===== src/rtl/memory_pkg.sv =====
// ============================================================================
// memory_pkg
// Shared FSM state encoding and read-latency limits for memory_pipelined.
// Revision: 1.0
// ============================================================================
`default_nettype none

package memory_pkg;

    typedef enum logic [0:0] {
        ST_CLEAR = 1'b0,
        ST_READY = 1'b1
    } state_t;

    localparam int C_RD_LAT_MIN = 1;
    localparam int C_RD_LAT_MAX = 4;

endpackage

`default_nettype wire


===== src/rtl/mem_rd_pipe.sv =====
// ============================================================================
// mem_rd_pipe
// Read-latency delay line carrying response valid and data to the output.
// Revision: 1.0
// ============================================================================
`default_nettype none

module mem_rd_pipe #(
    parameter int DATA_WIDTH   = 8,
    parameter int READ_LATENCY = 1
) (
    input  logic                  clk,
    input  logic                  rst,
    input  logic                  in_valid_i,
    input  logic [DATA_WIDTH-1:0] in_data_i,
    output logic                  out_valid_o,
    output logic [DATA_WIDTH-1:0] out_data_o
);

    logic [READ_LATENCY-1:0] vld_q;
    logic [DATA_WIDTH-1:0]   dat_q [READ_LATENCY];

    // Data is zeroed at entry, so every stage holds zero whenever its valid is low.
    always_ff @(posedge clk) begin
        if (rst) begin
            vld_q <= '0;
            for (int i = 0; i < READ_LATENCY; i++) begin
                dat_q[i] <= '0;
            end
        end else begin
            vld_q[0] <= in_valid_i;
            dat_q[0] <= in_valid_i ? in_data_i : '0;
            for (int i = 1; i < READ_LATENCY; i++) begin
                vld_q[i] <= vld_q[i-1];
                dat_q[i] <= dat_q[i-1];
            end
        end
    end

    assign out_valid_o = vld_q[READ_LATENCY-1];
    assign out_data_o  = dat_q[READ_LATENCY-1];

endmodule

`default_nettype wire


===== src/rtl/memory_pipelined.sv =====
// ============================================================================
// memory_pipelined
// Byte-writable single-port memory with post-reset clear sweep and fixed read latency.
// Revision: 1.0
// ============================================================================
`default_nettype none

module memory_pipelined #(
    parameter int ADDR_WIDTH     = 4,
    parameter int DATA_WIDTH     = 8,
    parameter int READ_LATENCY   = 1,
    parameter int CLEAR_ON_RESET = 1
) (
    input  logic                    clk,
    input  logic                    rst,
    input  logic                    req_valid,
    output logic                    req_ready,
    input  logic                    req_write,
    input  logic [ADDR_WIDTH-1:0]   address,
    input  logic [DATA_WIDTH-1:0]   data_in,
    input  logic [DATA_WIDTH/8-1:0] byte_en,
    output logic                    resp_valid,
    output logic [DATA_WIDTH-1:0]   data_out,
    output logic                    busy
);

    import memory_pkg::*;

    localparam int DEPTH  = 2 ** ADDR_WIDTH;
    localparam int NBYTES = DATA_WIDTH / 8;
    localparam logic [ADDR_WIDTH-1:0] LAST_ADDR = '1;
    localparam state_t RESET_STATE = (CLEAR_ON_RESET != 0) ? ST_CLEAR : ST_READY;
    localparam logic   RESET_BUSY  = (CLEAR_ON_RESET != 0);

    generate
        if ((DATA_WIDTH % 8) != 0 || READ_LATENCY < C_RD_LAT_MIN
                || READ_LATENCY > C_RD_LAT_MAX) begin : g_param_check
            $error("memory_pipelined: illegal DATA_WIDTH or READ_LATENCY");
        end
    endgenerate

    state_t                  state_q;
    logic [ADDR_WIDTH-1:0]   ptr_q;
    logic                    ready_q;
    logic                    busy_q;
    logic [DATA_WIDTH-1:0]   mem_q [DEPTH];

    logic                    accept;
    logic                    wr_accept;
    logic                    rd_accept;
    logic                    clear_wr;
    logic [DATA_WIDTH-1:0]   rd_data;

    always_ff @(posedge clk) begin
        if (rst) begin
            state_q <= RESET_STATE;
            ptr_q   <= '0;
            ready_q <= 1'b0;
            busy_q  <= RESET_BUSY;
        end else begin
            case (state_q)
                ST_CLEAR: begin
                    ptr_q   <= ptr_q + 1'b1;
                    ready_q <= 1'b0;
                    busy_q  <= 1'b1;
                    if (ptr_q == LAST_ADDR) begin
                        state_q <= ST_READY;
                        ready_q <= 1'b1;
                        busy_q  <= 1'b0;
                    end
                end
                ST_READY: begin
                    ready_q <= 1'b1;
                    busy_q  <= 1'b0;
                end
            endcase
        end
    end

    // A request coinciding with a reset edge is dropped, even if ready was high.
    assign accept    = req_valid && ready_q && !rst;
    assign wr_accept = accept && req_write;
    assign rd_accept = accept && !req_write;
    assign clear_wr  = (state_q == ST_CLEAR) && !rst;
    assign rd_data   = mem_q[address];

    always_ff @(posedge clk) begin
        if (clear_wr) begin
            mem_q[ptr_q] <= '0;
        end else if (wr_accept) begin
            for (int b = 0; b < NBYTES; b++) begin
                if (byte_en[b]) begin
                    mem_q[address][b*8 +: 8] <= data_in[b*8 +: 8];
                end
            end
        end
    end

    mem_rd_pipe #(
        .DATA_WIDTH   (DATA_WIDTH),
        .READ_LATENCY (READ_LATENCY)
    ) u_rd_pipe (
        .clk         (clk),
        .rst         (rst),
        .in_valid_i  (rd_accept),
        .in_data_i   (rd_data),
        .out_valid_o (resp_valid),
        .out_data_o  (data_out)
    );

    assign req_ready = ready_q;
    assign busy      = busy_q;

endmodule

`default_nettype wire


===== config.mk =====
export PLATFORM = sky130hd
export DESIGN_NAME = memory_pipelined
export DESIGN_NICKNAME = d
export VERILOG_FILES = /design/src/rtl/memory_pkg.sv /design/src/rtl/mem_rd_pipe.sv /design/src/rtl/memory_pipelined.sv
export SDC_FILE = /design/constraint.sdc
export NUM_CORES = 1
export LEC_CHECK = 0
export CORE_MARGIN = 2
export CORE_UTILIZATION = 59
export CTS_CLUSTER_DIAMETER = 50
export DETAILED_ROUTE_END_ITERATION = 6
export MAX_ROUTING_LAYER = met4
export PLACE_DENSITY = 0.85
export SYNTH_ARGS = -nofsm -noshare
export SYNTH_HDL_FRONTEND = slang
export SYNTH_SLANG_ARGS = --single-unit

===== constraint.sdc =====
create_clock -name clk -period 2.89 [get_ports clk]
set_clock_uncertainty 0.15 [all_clocks]
set_input_delay 0.4335 -clock clk [delete_from_list [all_inputs] [get_ports clk]]
set_output_delay 0.4335 -clock clk [all_outputs]
set_load 0.02 [all_outputs]

==> results of run 1 <==
==> registers in the layout, summed over array words and instances, names as in the netlist <==
signal	flops
busy	1
ptr_q	4
mem_q	128
u_rd_pipe.dat_q	8
u_rd_pipe.out_valid_o	1
state_q	1
==> report_power, final <==
| part | leakage (nW) | internal [mW] | switching (mW) | total [mW] |
|---|---|---|---|---|
| clock network | 0.310 | 1.53 | 0.813 | 2.35 |
| registers | 1.51 | 2.25 | 0.0137 | 2.26 |
| logic | 0.684 | 0.0892 | 0.0904 | 0.180 |
| total | 2.50 | 3.87 | 0.917 | 4.78 |
==> per-stage QoR <==
stage / cell area (µm²) / util (%) / total power [mW] / setup TNS (ns) / hold slack [ns]
finish: 6750 / 73.1 / 4.78 / 0 / 0.497
global route: 6750 / 73.1 / 4.88 / 0 / 0.487
CTS: 6750 / 73.1 / 4.79 / 0 / 0.469
detailed placement: 6110 / 66.2 / 2.48 / -1.64 / 0.486
global placement: 6110 / 66.2 / 2.47 / 0 / 0.441
floorplan: 5630 / - / 2.41 / 0 / 0.404
==> worst paths after layout <==
path,startpoint,end,cells after the start
worst max-delay path,rst,mem_q[15][1],5
worst max register to register,state_q,mem_q[15][1],4
worst min register to register,ptr_q[3],ptr_q[3],3
worst min-delay path,rst,ptr_q[3],3
==> cells in the final DEF, fill, tap and decap left out, drive strengths merged <==
master / count
and3: 1
clkdlybuf4s50: 26
clkbuf: 21
nor3: 3
nor2: 22
a31oi: 10
and3b: 1
buf: 22
nand4b: 1
a32oi: 3
mux2: 9
bufinv: 5
nand2: 19
clkinvlp: 1
ha: 1
clkinv: 6
mux2i: 4
xnor2: 2
mux4: 32
nor2b: 6
inv: 3
dfxtp: 15
o21ai: 8
xor2: 1
and2: 8
edfxtp: 128
or2: 1
==> worst min-delay path: stages <==
cell	delay (ns)
clkdlybuf4s50_1	0.42
buf_4	0.18
nor2_1	0.10
==> kinds of logic after synthesis <==
logic type	share of synthesized area, %
xor+xnor	0.467
simple gates	5.09
compound gates	2.36
mux	15.8
fa+ha+maj	0.222
buf+inv	2.40
flops	73.7
==> layout make-up <==
class / instances / area (µm²) / area share [%]
inverters: 4 / 15.0 / 0.222
well taps: 129 / 161 / 2.39
repair buffers: 48 / 448 / 6.63
clock inverters: 11 / 189 / 2.80
flip-flops and latches: 143 / 4140 / 61.4
clock buffers: 21 / 449 / 6.65
multi-input cells: 132 / 1350 / 19.9
==> per-layer routing <==
layer	vias up	GRT usage [%]	share of wire [%]
met2	156	38.9	51
met1	1522	34.9	42
met5	-	-	0
met4	0	9.25	1.1
li1	1274	-	-
met3	11	5.66	6.3
==> reports/results.txt, run 1 <==
placed cell count - 456
Yosys reg bits - 143
clock buffer depth - 2
CP delay by family, top - simple AND/OR/NAND/NOR gates
ys flop type - edfxtp_1
vias - 2,963
clock-pin slew on the worst setup and hold paths - 0.06 ns
critical path data arrival time - 2.51 ns
drt first-iter violations - 444
fraction of layout cells with a size suffix above 1 - 24.2%
setup violators final - 0
Routed Antenna Nets - 0
DR pass1 iterations - 5
grt ovf - 0
routed len/inst - 23.7 µm
HP Class - in2reg
WP data required - 2.90 ns
DRC Markers - 0
clock insertion delay at the later pin of the skew report - 0.52 ns
crit-path max cell delay - 0.55 ns
peak supply drop - 0.713 mV
# rows - 35
cts hold-fix bufs - 0
Routed WL - 11,600 µm
antenna diode count - 0
kind of critical path - in2reg
vias in the first global route - 2,988
syn_nets - 314
Yosys top cell area share - 68.3%
Slew Limit Fails - 0
RSZ-0062 raised after global routing - no
Synth top cells by count - edfxtp_1, mux4_2, nor2_1
top-count cell post-synth - edfxtp_1
CP startpoint kind - primary input
Relative slew margins - 49.1%
Die ar. - 10,300 µm²
GRT Util Overall - 25.7%
die width - 102 µm
top cells by area, synth - edfxtp_1, mux4_2, dfxtp_1, mux4_1, mux2_2
Vias per Instance - 6.07
period utilization - 86.4%
Final Hold Viols - 0
share of flip-flops with an asynchronous set or reset - 0%
Pwr per Cell Area - 708 nW/µm²
area leader, netlist - edfxtp_1
Core Region - 9240 µm²
R2R setup slack - 0.44 ns
Period minus WS final - 2.50 ns
pin count of the biggest net entering global routing - 26
CTS root buf - clkbuf_8
EDFF count, synth - 128
synth warn - 0
# fillers - 521
Num CTS Buffers - 17
Slew @ Worst Pin - 0.761 ns
Post-CTS Setup Repair Bufs - 0
max frequency - 0.400 GHz
Resized cells post-CTS - 0
crit end category - register
final cell count without fillers - 488
H-tree depth - 4
Cell Area, Synth - 5630 µm²
port bufs - 27
status - finished clean
post-DP HPWL - 7090 µm
crit path cell chain - clkdlybuf4s50_1, and3b_1, and3_1, mux2_2, nor2_1
initial antenna violation count - 0
sequential area share after synthesis - 73.7%
worst path bufs/invs - 1
area growth from synthesis to layout - 20.0%
worst setup margin - 0.392 ns
post-place setup slack - -0.0815 ns
Yosys cell types - 31
CTS tree - yes
Cells after Synth - 296
GPL Wtd Cong - 0.905
fin nets - 364
Max Cap Viol - 0
syn_area_per_cell - 19.0 µm²
Die Y - 102 µm
Initial Util - 60.9%
clk sinks - 143
Top Ports - 28
Pleak - 2.50 nW
Max FO, Critical Path - 8
CP max stage cell - nor2_1
first-pass GRT wire length - 17,700 µm
(Power assumes the default switching activity.)
==> run 2: changes to the inputs <==
- TNS_END_PERCENT: unset -> 20
- clock period: 2.89 -> 2.75 ns (I/O delays scaled with it)
==> run 2 against run 1 <==
Clock power fell by 11%; critical path type unchanged; combinational power is 9% higher; sequential share of layout area rose by 0.47 points; design area is 0.76% lower; die area stayed put.
==> reports/results.txt, run 2 (synthesis results as in run 1) <==
grt ovf - 0
CP delay by family, top - simple AND/OR/NAND/NOR gates
Routed Antenna Nets - 0
antenna diode count - 0
Slew @ Worst Pin - 0.794 ns
crit-path max cell delay - 0.66 ns
Max Cap Viol - 0
kind of critical path - in2reg
crit path cell chain - clkdlybuf4s50_1, and3b_1, and3_1, buf_4, a32oi_1, nor2_1
RSZ-0062 raised after global routing - no
Resized cells post-CTS - 0
DRC Markers - 0
period utilization - 85.9%
port bufs - 27
Core Region - 9240 µm²
Initial Util - 60.9%
first-pass GRT wire length - 17,700 µm
CTS root buf - clkbuf_8
CTS tree - yes
clock buffer depth - 2
GPL Wtd Cong - 0.909
cts hold-fix bufs - 0
Final Hold Viols - 0
setup violators final - 0
r2r worst-path depth - 5
clk sinks - 143
Vias per Instance - 6.08
critical path data arrival time - 2.37 ns
drt first-iter violations - 255
Post-CTS Setup Repair Bufs - 0
# fillers - 538
die width - 102 µm
Worst path depth - 6
clock-pin slew on the worst setup and hold paths - 0.06 ns
CP startpoint kind - primary input
Top reg by flops - mem_q
CP max stage cell - nor2_1
most frequent cells in the layout - edfxtp_1, clkdlybuf4s50_1, mux4_2
routed len/inst - 23.4 µm
status - finished clean
Hold Path Depth - 3
Die Y - 102 µm
post-place setup slack - -0.141 ns
H-tree depth - 4
initial antenna violation count - 0
Slew Limit Fails - 0
crit end category - register
Period minus WS final - 2.36 ns
HP Class - in2reg
DR pass1 iterations - 4
hold_ws - 0.477 ns
# rows - 35
worst setup margin - 0.388 ns
vias in the first global route - 3,042
post-DP HPWL - 6990 µm
max frequency - 0.423 GHz
pin count of the biggest net entering global routing - 26
Top Registers - mem_q (128), u_rd_pipe.dat_q (8), ptr_q (4)
Max FO, Critical Path - 8
Pleak - 2.48 nW
GRT Util Overall - 25.6%
Die ar. - 10,300 µm²
clock insertion delay at the later pin of the skew report - 0.53 ns
Pwr per Cell Area - 695 nW/µm²
vias - 2,991
worst path bufs/invs - 2
fin nets - 368
max reg flops - 128
commonest non-fill, non-tap cell in the layout - edfxtp_1
fraction of layout cells with a size suffix above 1 - 25.9%
peak supply drop - 0.391 mV
area growth from synthesis to layout - 19.1%
Relative slew margins - 46.9%
Num CTS Buffers - 17
WP data required - 2.75 ns
Top Ports - 28
Routed WL - 11,500 µm
-- run 2: cell count changes in the layout (fill, tap and decap cells not counted), sizes merged --
cell      before  now
bufinv         5    0
inv            3   10
clkinv         6    7
clkbuf        21   17
buf           22   26
clkinvlp       1    2
-- run 2: layout make-up --
cell class	instances	area [µm²]	share of cell area, %
clock inverters	15	130	1.94
well taps	129	161	2.41
clock buffers	17	414	6.18
inverters	4	15.0	0.224
repair buffers	52	490	7.32
flip-flops and latches	143	4140	61.8
multi-input cells	132	1350	20.1
-- run 2: tightest hold or removal path, stage by stage --
cell and delay, ns:
clkdlybuf4s50_1 0.43, buf_4 0.17, nor2_1 0.10
-- run 2: final timing paths --
kind	startpoint	end	slack, ns
worst max-delay path	rst	mem_q[11][5]	0.39
worst min-delay path	rst	ptr_q[0]	0.48
worst max register to register	state_q	mem_q[11][5]	0.44
worst min register to register	ptr_q[2]	ptr_q[2]	0.49
-- run 2: through the flow --
stage	instance area [µm²]	utilization, %	power, mW	setup TNS [ns]	cells
global placement	6160	66.6	2.60	-1.16	460
finish	6700	72.5	4.66	0	492
global route	6700	72.5	4.78	0	492
detailed placement	6160	66.6	2.61	-7.08	460
CTS	6700	72.5	4.67	0	492
floorplan	5630	-	2.53	0	296
-- run 2: report_power, final --
group          internal (mW)  switching (mW)  total (mW)
clock network           1.14           0.955        2.09
registers               2.36          0.0127        2.37
logic                 0.0992          0.0966       0.196
total                   3.60            1.06        4.66
-- run 2: metal layers --
metal	track usage [%]	wire, µm
met1	35.7	4780
met2	36.9	5680
met3	6.69	806
met4	9.56	260
met5	-	0
==> run 3: changes to the inputs <==
- CORE_UTILIZATION: 59 -> 53
- PLACE_DENSITY: 0.85 -> 0.81
- clock period: 2.75 -> 2 ns (I/O delays scaled with it)
==> run 3 against run 2 <==
Worst setup slack worse by 0.37 ns; sequential share of layout area shrank 4.4 points; largest power group unchanged; register-to-register slack worse by 0.42 ns; critical path type is now reg2reg.
==> reports/results.txt, run 3 (synthesis results as in run 1) <==
crit end category - register
RSZ-0062 raised after global routing - yes
H-tree depth - 4
period utilization - 98.9%
Slew @ Worst Pin - 0.464 ns
setup violators final - 0
Top Ports - 28
vias - 2,987
Hold Path Sink - ptr_q[3]
DRC Markers - 0
HP Class - in2reg
CTS root buf - clkbuf_8
Die ar. - 11,500 µm²
kind of critical path - reg2reg
r2r worst-path depth - 6
most frequent cells in the layout - edfxtp_1, buf_4, mux4_2, clkdlybuf4s50_1, nand2_1
Routed Antenna Nets - 0
commonest non-fill, non-tap cell in the layout - edfxtp_1
DR pass1 iterations - 5
clock-pin slew on the worst setup and hold paths - 0.06 ns
first-pass GRT wire length - 18,300 µm
GPL Wtd Cong - 0.783
crit path cell chain - and3b_1, and3_4, clkbuf_16, mux2i_4, buf_4, nor2_4
Die Y - 107 µm
routed len/inst - 22.4 µm
antenna diode count - 0
fin nets - 390
max frequency - 0.506 GHz
die width - 107 µm
crit-path max cell delay - 0.34 ns
hold_ws - 0.366 ns
drt first-iter violations - 219
Top Registers - mem_q (128), u_rd_pipe.dat_q (8), ptr_q (4)
Max FO, Critical Path - 8
clock insertion delay at the later pin of the skew report - 0.52 ns
setup tns final - 0 ns
Routed WL - 11,700 µm
status - finished clean
CTS tree - yes
CP max stage cell - dfxtp_4
Vias per Instance - 5.73
clock buffer depth - 2
Pwr per Cell Area - 891 nW/µm²
clk sinks - 143
Worst R2R End - mem_q[13][6]
Crit. Startpoint - state_q
pin count of the biggest net entering global routing - 17
Num CTS Buffers - 17
peak supply drop - 0.585 mV
Relative slew margins - 69.1%
grt ovf - 0
Core Util, Final - 69.9%
fraction of layout cells with a size suffix above 1 - 36.1%
Initial Util - 54.5%
area growth from synthesis to layout - 28.3%
WP data required - 2.04 ns
Slew Limit Fails - 0
Pleak - 2.66 nW
vias in the first global route - 3,122
post-DP HPWL - 7580 µm
CP startpoint kind - register
Top reg by flops - mem_q
Final Hold Viols - 0
GRT Util Overall - 23.5%
Core Region - 10,300 µm²
critical path data arrival time - 2.02 ns
Period minus WS final - 1.98 ns
# rows - 37
Hold Crit Start - rst
max reg flops - 128
Max Cap Viol - 0
port bufs - 27
initial antenna violation count - 0
Hold Path Depth - 3
R2R setup slack - 0.02 ns
FF-to-FF Start - state_q
[run 3: cell types whose count changed in the layout (fill, tap and decap cells not counted), sizes merged]
cell / change
buf: +21
clkbuf: +6
clkdlybuf4s50: -1
inv: -5
dlygate4sd2: +1
bufinv: +1
clkinv: -1
[run 3: per-layer routing]
metal / up-vias / part of all wire, % / track usage (%)
met5: - / 0 / -
met4: 0 / 1.4 / 6.96
met3: 16 / 6.2 / 6.81
met2: 123 / 52 / 36.6
met1: 1517 / 40 / 30.5
li1: 1331 / - / -
[run 3: how the worst max path moves through the flow]
stage	end	slack, ns	cells after the start
CTS	mem_q[15][6]	0.008	5
global route	mem_q[11][6]	-0.04	5
detailed placement	mem_q[11][3]	-0.45	6
finish	mem_q[13][6]	0.02	6
floorplan	mem_q[11][0]	0.00005	6
global placement	mem_q[11][3]	-0.39	6
[run 3: power breakdown]
group	total [mW]	internal [mW]	leakage [nW]	switching (mW)
Sequential	3.26	3.24	1.51	0.0169
Clock	2.84	1.71	0.265	1.13
Combinational	0.328	0.167	0.885	0.161
Total	6.43	5.12	2.66	1.31
[run 3: per-stage QoR]
| stage | total power [mW] | area (µm²) | cells | worst slack, ns |
|---|---|---|---|---|
| floorplan | 3.52 | 5820 | 296 | 0.0000496 |
| global placement | 3.63 | 6630 | 487 | -0.390 |
| global route | 6.63 | 7220 | 521 | -0.0405 |
| CTS | 6.46 | 7160 | 519 | 0.00794 |
| finish | 6.43 | 7220 | 521 | 0.0226 |
| detailed placement | 3.64 | 6630 | 487 | -0.448 |
[run 3: timing repair]
action                                  CTS  global route
cloned                                    0             1
hold buffers                              0             0
endpoints found under the setup margin    2            90
gates resized for setup                   1             2
buffers inserted                          0             1
pin swaps                                 1             2
[run 3: critical path, delay by kind of cell (launching register included)]
kind / cells / cell delay [ns]
multiplexers: 1 / 0.19
buffers and inverters: 2 / 0.33
flip-flops: 1 / 0.34
AND/OR/NAND/NOR: 3 / 0.64
[run 3: layout make-up]
cell class	instances	area, µm²
timing repair buffer	74	810
sequential	143	4150
fill	609	3100
tap	136	170
clock buffer	22	453
inverter	4	15.0
multi-input combinational	132	1540
clock inverter	10	87.6
